--- src/rtl/genius_datapath_if.sv ---
// -----------------------------------------------------------------------------
// genius_datapath_if
// Bundles the controller <-> datapath signals of the Genius memory game.
//   master : the game controller (drives strobes, seed and keys, reads status)
//   slave  : the datapath (reads strobes, drives LED, score and status flags)
// Signals:
//   R1, R2, E1..E4, SEL  controller strobes
//   SW[7:0]              LFSR seed
//   KEY[3:0]             user buttons (synchronised, debounced, active-high)
//   LED[3:0]             colour / result display
//   score[4:0]           rounds completed
//   end_FPGA, end_User, end_time, match, win   status flags
// -----------------------------------------------------------------------------
interface genius_datapath_if;
    logic       R1;
    logic       R2;
    logic       E1;
    logic       E2;
    logic       E3;
    logic       E4;
    logic       SEL;
    logic [7:0] SW;
    logic [3:0] KEY;
    logic [3:0] LED;
    logic [4:0] score;
    logic       end_FPGA;
    logic       end_User;
    logic       end_time;
    logic       match;
    logic       win;

    modport master (
        output R1, R2, E1, E2, E3, E4, SEL, SW, KEY,
        input  LED, score, end_FPGA, end_User, end_time, match, win
    );

    modport slave (
        input  R1, R2, E1, E2, E3, E4, SEL, SW, KEY,
        output LED, score, end_FPGA, end_User, end_time, match, win
    );
endinterface

--- src/rtl/genius_datapath.sv ---
// -----------------------------------------------------------------------------
// genius_datapath
// Datapath responder to the Genius game controller: scrambles a colour
// sequence with an LFSR, plays it back on the LEDs, captures user key presses
// with an idle timeout, compares them, counts rounds/score and shows the result.
// Ports:
//   CLOCK  system clock, rising edge
//   reset  asynchronous active-low reset
//   bus    genius_datapath_if.slave (strobes in, LED/score/flags out)
// Optional feature: define GENIUS_SPEEDUP_EN to halve the lit step length
// every 4 rounds (minimum 1 cycle); the dark gap is unchanged.
// -----------------------------------------------------------------------------
module genius_datapath #(
    parameter int N_ROUNDS    = 16,
    parameter int STEP_CYC    = 4,
    parameter int GAP_CYC     = 2,
    parameter int TIMEOUT_CYC = 10
) (
    input  logic             CLOCK,
    input  logic             reset,
    genius_datapath_if.slave bus
);
    localparam int RND_W = $clog2(N_ROUNDS) + 1;
    localparam int TMR_W = $clog2(TIMEOUT_CYC) + 1;
    localparam int PH_W  = $clog2(STEP_CYC + GAP_CYC) + 1;
    localparam int SEQ_W = 2 * N_ROUNDS;

    logic [7:0]       lfsr_q;
    logic [SEQ_W-1:0] seq_q;
    logic [RND_W-1:0] rnd_q;
    logic [RND_W-1:0] score_q;
    logic [RND_W-1:0] idx_q;
    logic [RND_W-1:0] uidx_q;
    logic [PH_W-1:0]  phase_q;
    logic [TMR_W-1:0] timer_q;
    logic [3:0]       key_prev_q;
    logic [3:0]       led_q;
    logic             r2_prev_q;
    logic             err_q;
    logic             end_fpga_q;
    logic             end_user_q;
    logic             end_time_q;
    logic             match_q;

    logic             act_e3;
    logic             act_e2;
    logic             press;
    logic             user_press;
    logic             win;
    logic [1:0]       play_colour;
    logic [1:0]       user_colour;
    logic [3:0]       play_led;
    logic [PH_W-1:0]  step_len;
    logic [PH_W-1:0]  phase_last;
    logic             unused_e4;

    // E4 only qualifies when the controller looks at match; nothing here uses it.
    assign unused_e4 = bus.E4;

    // Strobe priority R1 > R2 > E1 > E3 > E2; only the two phases with
    // LED side effects need an explicit "active" decode.
    assign act_e3 = !bus.R1 && !bus.R2 && !bus.E1 && bus.E3;
    assign act_e2 = !bus.R1 && !bus.R2 && !bus.E1 && !bus.E3 && bus.E2;

    // A press is a 0000 -> non-zero transition, so keys held before E2 never count.
    assign press      = (key_prev_q == 4'b0000) && (bus.KEY != 4'b0000);
    assign user_press = act_e2 && press && (uidx_q != rnd_q);

    assign play_colour = seq_q[2*int'(idx_q) +: 2];
    assign user_colour = seq_q[2*int'(uidx_q) +: 2];

`ifdef GENIUS_SPEEDUP_EN
    int step_raw;
    always_comb begin
        // NOTE: every always_comb output gets a value on every path, otherwise a latch is inferred.
        step_raw = STEP_CYC >> ((int'(rnd_q) - 1) / 4);
        step_len = (step_raw < 1) ? PH_W'(1) : PH_W'(step_raw);
    end
`else
    assign step_len = PH_W'(STEP_CYC);
`endif

    assign phase_last = step_len + PH_W'(GAP_CYC - 1);
    assign play_led   = ((idx_q != rnd_q) && (phase_q < step_len)) ? (4'b0001 << play_colour)
                                                                   : 4'b0000;

    assign win = (score_q == RND_W'(N_ROUNDS));

    always_ff @(posedge CLOCK or negedge reset) begin
        if (!reset) begin
            lfsr_q     <= 8'h01;
            seq_q      <= '0;
            rnd_q      <= RND_W'(1);
            score_q    <= '0;
            idx_q      <= '0;
            uidx_q     <= '0;
            phase_q    <= '0;
            timer_q    <= '0;
            key_prev_q <= '0;
            r2_prev_q  <= 1'b0;
            err_q      <= 1'b0;
            end_fpga_q <= 1'b0;
            end_user_q <= 1'b0;
            end_time_q <= 1'b0;
            match_q    <= 1'b0;
        end else begin
            // NOTE: state is updated with <= so every branch sees last cycle's values.
            key_prev_q <= bus.KEY;
            r2_prev_q  <= bus.R2;

            if (!bus.E3) begin
                idx_q      <= '0;
                phase_q    <= '0;
                end_fpga_q <= 1'b0;
            end

            if (bus.R1) begin
                lfsr_q     <= (bus.SW == 8'h00) ? 8'hA5 : bus.SW;
                rnd_q      <= RND_W'(1);
                score_q    <= '0;
                seq_q      <= '0;
                err_q      <= 1'b0;
                uidx_q     <= '0;
                timer_q    <= '0;
                end_fpga_q <= 1'b0;
                end_user_q <= 1'b0;
                end_time_q <= 1'b0;
                match_q    <= 1'b0;
            end else if (bus.R2) begin
                if (!r2_prev_q) begin
                    if (match_q) begin
                        score_q <= rnd_q;
                        if (rnd_q != RND_W'(N_ROUNDS)) rnd_q <= rnd_q + 1'b1;
                    end
                    uidx_q     <= '0;
                    timer_q    <= '0;
                    err_q      <= 1'b0;
                    end_user_q <= 1'b0;
                    end_time_q <= 1'b0;
                    match_q    <= 1'b0;
                end
            end else if (bus.E1) begin
                // Galois LFSR, x^8+x^6+x^5+x^4+1 (right-shifting, tap mask B8).
                lfsr_q <= {1'b0, lfsr_q[7:1]} ^ (lfsr_q[0] ? 8'hB8 : 8'h00);
                seq_q  <= {seq_q[SEQ_W-3:0], lfsr_q[1:0]};
            end else if (bus.E3) begin
                if (idx_q == rnd_q) begin
                    end_fpga_q <= 1'b1;
                end else if (phase_q == phase_last) begin
                    phase_q <= '0;
                    idx_q   <= idx_q + 1'b1;
                end else begin
                    phase_q <= phase_q + 1'b1;
                end
            end else if (bus.E2) begin
                if (uidx_q == rnd_q) begin
                    // Whole round entered; further presses are ignored.
                    end_user_q <= 1'b1;
                    match_q    <= !err_q;
                end else if (press) begin
                    err_q   <= err_q | (bus.KEY != (4'b0001 << user_colour));
                    uidx_q  <= uidx_q + 1'b1;
                    timer_q <= '0;
                end else begin
                    if (timer_q != TMR_W'(TIMEOUT_CYC)) timer_q <= timer_q + 1'b1;
                    if (timer_q == TMR_W'(TIMEOUT_CYC - 1)) end_time_q <= 1'b1;
                end
            end
        end
    end

    always_ff @(posedge CLOCK or negedge reset) begin
        if (!reset) begin
            led_q <= '0;
        end else if (bus.R1) begin
            led_q <= '0;
        end else if (bus.SEL) begin
            led_q <= win ? 4'b1111 : 4'b1001;
        end else if (act_e3) begin
            led_q <= play_led;
        end else if (act_e2) begin
            if (user_press) led_q <= bus.KEY;
        end else begin
            led_q <= '0;
        end
    end

    assign bus.LED      = led_q;
    assign bus.score    = 5'(score_q);
    assign bus.end_FPGA = end_fpga_q;
    assign bus.end_User = end_user_q;
    assign bus.end_time = end_time_q;
    assign bus.match    = match_q;
    assign bus.win      = win;
endmodule

--- src/flat_wrapper.sv ---
// flat-port wrapper written by rule: the top's interface ports become plain ports
module genius_datapath_flat 
#(
    parameter int N_ROUNDS    = 16,
    parameter int STEP_CYC    = 4,
    parameter int GAP_CYC     = 2,
    parameter int TIMEOUT_CYC = 10
)
  (CLOCK, reset, bus_R1, bus_R2, bus_E1, bus_E2, bus_E3, bus_E4, bus_SEL, bus_SW, bus_KEY, bus_LED, bus_score, bus_end_FPGA, bus_end_User, bus_end_time, bus_match, bus_win);
  genius_datapath_if bus_i ();
  input  logic CLOCK;
  input  logic reset;
  input wire logic [$bits(bus_i.R1)-1:0] bus_R1;
  input wire logic [$bits(bus_i.R2)-1:0] bus_R2;
  input wire logic [$bits(bus_i.E1)-1:0] bus_E1;
  input wire logic [$bits(bus_i.E2)-1:0] bus_E2;
  input wire logic [$bits(bus_i.E3)-1:0] bus_E3;
  input wire logic [$bits(bus_i.E4)-1:0] bus_E4;
  input wire logic [$bits(bus_i.SEL)-1:0] bus_SEL;
  input wire logic [$bits(bus_i.SW)-1:0] bus_SW;
  input wire logic [$bits(bus_i.KEY)-1:0] bus_KEY;
  output wire logic [$bits(bus_i.LED)-1:0] bus_LED;
  output wire logic [$bits(bus_i.score)-1:0] bus_score;
  output wire logic [$bits(bus_i.end_FPGA)-1:0] bus_end_FPGA;
  output wire logic [$bits(bus_i.end_User)-1:0] bus_end_User;
  output wire logic [$bits(bus_i.end_time)-1:0] bus_end_time;
  output wire logic [$bits(bus_i.match)-1:0] bus_match;
  output wire logic [$bits(bus_i.win)-1:0] bus_win;
  assign bus_i.R1 = bus_R1;
  assign bus_i.R2 = bus_R2;
  assign bus_i.E1 = bus_E1;
  assign bus_i.E2 = bus_E2;
  assign bus_i.E3 = bus_E3;
  assign bus_i.E4 = bus_E4;
  assign bus_i.SEL = bus_SEL;
  assign bus_i.SW = bus_SW;
  assign bus_i.KEY = bus_KEY;
  assign bus_LED = bus_i.LED;
  assign bus_score = bus_i.score;
  assign bus_end_FPGA = bus_i.end_FPGA;
  assign bus_end_User = bus_i.end_User;
  assign bus_end_time = bus_i.end_time;
  assign bus_match = bus_i.match;
  assign bus_win = bus_i.win;
  genius_datapath #(.N_ROUNDS(N_ROUNDS), .STEP_CYC(STEP_CYC), .GAP_CYC(GAP_CYC), .TIMEOUT_CYC(TIMEOUT_CYC)) u_core (.CLOCK(CLOCK), .reset(reset), .bus(bus_i));
endmodule
--- config.mk ---
export PLATFORM = sky130hd
export DESIGN_NAME = genius_datapath_flat
export DESIGN_NICKNAME = d
export VERILOG_FILES = /design/src/rtl/genius_datapath_if.sv /design/src/rtl/genius_datapath.sv /design/src/flat_wrapper.sv
export SDC_FILE = /design/constraint.sdc
export NUM_CORES = 1
export LEC_CHECK = 0
export CAP_MARGIN = 20
export CELL_PAD_IN_SITES_DETAIL_PLACEMENT = 1
export CELL_PAD_IN_SITES_GLOBAL_PLACEMENT = 2
export CORE_MARGIN = 1.5
export CORE_UTILIZATION = 40
export CTS_CLUSTER_DIAMETER = 40
export DETAILED_ROUTE_END_ITERATION = 10
export GPL_TIMING_DRIVEN = 1
export PLACE_DENSITY = 0.84
export SLEW_MARGIN = 20
export SYNTH_ARGS = -nofsm -noshare
export SYNTH_HDL_FRONTEND = slang
export SYNTH_SLANG_ARGS = --single-unit
--- constraint.sdc ---
create_clock -name CLOCK -period 4.3 [get_ports CLOCK]
set_input_delay 0.43 -clock CLOCK [delete_from_list [all_inputs] [get_ports CLOCK]]
set_output_delay 0.43 -clock CLOCK [all_outputs]
set_load 0.01 [all_outputs]
==> results.sh <==
export IMPL_power_frac_seq=0.452
export IMPL_clkPwrFrac=0.467
export IMPL_grt_usage=0.2148
export IMPL_wl_per_cell_um=18.27
export IMPL_ir_drop_mv=0.2085
export IMPL_switching_share=0.2300
export IMPL_critPathLaunchType="input pin"
export IMPL_post_route_period_util=0.6224
export IMPL_cts_tree="yes"
export IMPL_antenna_found_initial=0
export IMPL_synth_nets=535
export IMPL_antenna_cells=0
export IMPL_core_um2=11370
export IMPL_power_switching_uw=418.0
export IMPL_met3RoutedLength_um=279
export IMPL_drv_slew=0
export IMPL_postRouteAntennaNets=0
export IMPL_place_gp_congestion=0.7973
export IMPL_clock_sinks=83
export IMPL_drt_iter0_drc=154
export IMPL_holdCritPathClass="in -> async"
export IMPL_skew_ns=0.009337
export IMPL_ys_warnings_count=0
export IMPL_clockBufferDepth=2
export IMPL_maxCapViolCount=0
export IMPL_routed_wl_um=12240
export IMPL_max_freq_ghz=0.3736
export IMPL_post_route_min_period_ns=2.676
export IMPL_synth_async_reset_ratio=1.000
export IMPL_cts_root_buf="clkbuf_16"
export IMPL_met2_length_um=6195
export IMPL_cts_hold_buf=0
export IMPL_p_int_uw=1399
export IMPL_final_cell_mix="nand2_1, dfrtp_1, a21oi_1"
export IMPL_first_pass_iters=4
export IMPL_wl_met1_um=5605
export IMPL_cp_required_ns=4.57
export IMPL_cts_setup_buffers=0
export IMPL_post_cts_resized=0
export IMPL_tns_ns=0
export IMPL_clk_pin_slew_ns=0.06
export IMPL_dr_total_vias=3739
export IMPL_start_util=0.4101
export IMPL_worst_setup_path_type="in -> reg"
export IMPL_power_density_nw_per_um2=338.4
export IMPL_area_growth_pct=15.16
export IMPL_cts_htree_levels=3
export IMPL_end_kind="register"
export IMPL_maxSlewHeadroom=0.3024
export IMPL_drive_gt1_frac=0.06262
export IMPL_dieWidth_um=111.0
export IMPL_place_area_um2=5046
export IMPL_synth_ff_type="dfrtp_1"
export IMPL_setup_viol=0
export IMPL_rsz0062_at_grt="no"
export IMPL_tightest_slew_ns=1.046
export IMPL_fin_area_um2=5370
export IMPL_cp_max_fo=12
export IMPL_final_nets=550
export IMPL_p_leak_uw=0.002127
export IMPL_fp_dieH_um=111.0
export IMPL_syn_area_um2=4663
export IMPL_highest_layer="met4"
export IMPL_fill_cells=1326
export IMPL_synth_edf_count=0
export IMPL_grt_pass1_vias=3974
export IMPL_r2r_start="u_core.idx_q[0]"
export IMPL_finalHoldViolations=0
export IMPL_arrival_ns=2.94
export IMPL_die_area_um2=12310
export IMPL_ys_ff_latch=83
export IMPL_numCtsBuffers=9
export IMPL_synth_lib_cells_used_distinct=55
export IMPL_insertion_delay_ns=0.35
export IMPL_synthCells=507
export IMPL_hpwl_um=8574
export IMPL_viasPerCell=5.581
export IMPL_portBuffers=33
export IMPL_crit_start="bus_E3"
export IMPL_grt_pass1_wl_um=20630
export IMPL_drc=0
export IMPL_grt_max_degree=60
export IMPL_grt_ovfl_total=0
export IMPL_status="finished clean"
export IMPL_comb_power_share=0.081
export IMPL_synth_avg_cell_area_um2=9.198
export IMPL_synth_seq_area_share=0.4459
export IMPL_final_common_cell="nand2_1"
export IMPL_io_pins=35
export IMPL_rows=39
-- sequential cells by signal, indices dropped and copies added, names as in the netlist --
| register | cells |
|---|---|
| u_core.seq_q | 32 |
| u_core.uidx_q | 5 |
| u_core.idx_q | 5 |
| u_core.phase_q | 4 |
| u_core.timer_q | 5 |
| u_core.rnd_q | 5 |
| u_core.bus.LED | 4 |
| u_core.bus.end_time | 1 |
| u_core.r2_prev_q | 1 |
| u_core.bus.match | 1 |
| u_core.lfsr_q | 8 |
| u_core.key_prev_q | 4 |
| u_core.bus.end_User | 1 |
| u_core.err_q | 1 |
| u_core.bus.end_FPGA | 1 |
| u_core.bus.score | 5 |
-- worst max-delay path, stage by stage --
cell	delay (ns)
clkdlybuf4s50_1	0.72
nand2b_1	0.13
or3_1	0.32
a2111oi_0	0.79
and2b_1	0.26
nand3b_1	0.09
a32oi_1	0.20
-- per-layer routing --
metal	up-vias	track usage
li1	1800	-
met1	1893	0.2751
met2	35	0.3630
met3	11	0.04538
met4	0	0.07094
met5	-	0
-- synth_stat cells, drive strengths merged (8+ instances only) --
master	number	area [um2]
a21oi	56	280.3
a22oi	9	67.56
and2	11	68.82
buf	15	83.83
clkbuf	17	65.06
dfrtp	81	2027
inv	11	41.29
mux2i	20	200.2
mux4	10	236.5
nand2	107	401.6
nor2	36	137.6
nor2b	8	50.05
o21ai	15	75.07
xnor2	11	96.34
xor2	14	122.6
-- area by class of cell --
cell class / instances / area [um2] / area share
sequential: 83 / 2079 / 0.3872
multi-input combinational: 381 / 2401 / 0.4471
tap: 143 / 178.9 / 0.03332
inverter: 11 / 41.29 / 0.007689
clock buffer: 14 / 264.0 / 0.04916
timing repair buffer: 36 / 345.3 / 0.06431
clock inverter: 2 / 60.06 / 0.01118
-- power groups by stage --
stage | Sequential, uW | Clock (uW) | Combinational (uW)
6_report | 822 | 848 | 147
3_5_place_dp | 836 | 0 | 150
3_3_place_gp | 836 | 0 | 147
5_1_grt | 825 | 904 | 165
2_1_floorplan | 825 | 0 | 88.0
4_1_cts | 822 | 877 | 150
-- stage by stage --
step                total power [uW]  utilization  cells  setup WS, ns  hold WS, ns
global route                    1894       0.4723    670         1.518      0.04970
detailed placement             985.9       0.4438    654         1.250       0.4162
global placement               982.2       0.4438    654         1.317       0.4187
finish                          1817       0.4723    670         1.624      0.02926
floorplan                      912.6            -    507         2.281       0.1344
CTS                             1850       0.4723    670         1.607      0.04060
-- cell families (layout without fill, tap and decap cells) --
logic type,Yosys count,after routing,synth area share
DFF,83,83,0.4459
adders and majority gates,7,7,0.01878
and+or+nand+nor,210,210,0.2082
buffers and inverters,43,63,0.04078
muxes,31,31,0.09606
xor gates and xnor gates,25,25,0.04695
AOI/OAI and AO/OA,108,108,0.1433
-- worst paths after layout --
path                                  endpoint  slack (ns)  cells after the start
setup / recovery             u_core.bus.LED[1]        1.62                      7
hold / removal                u_core.lfsr_q[5]        0.03                      1
setup reg to reg             u_core.bus.LED[1]        1.76                      6
hold reg to reg            u_core.bus.end_time        0.51                      2
max in group asynchronous     u_core.seq_q[29]        3.27                      2
min in group CLOCK         u_core.bus.end_time        0.51                      2
Note: power is estimated with default switching activity, not from simulation.
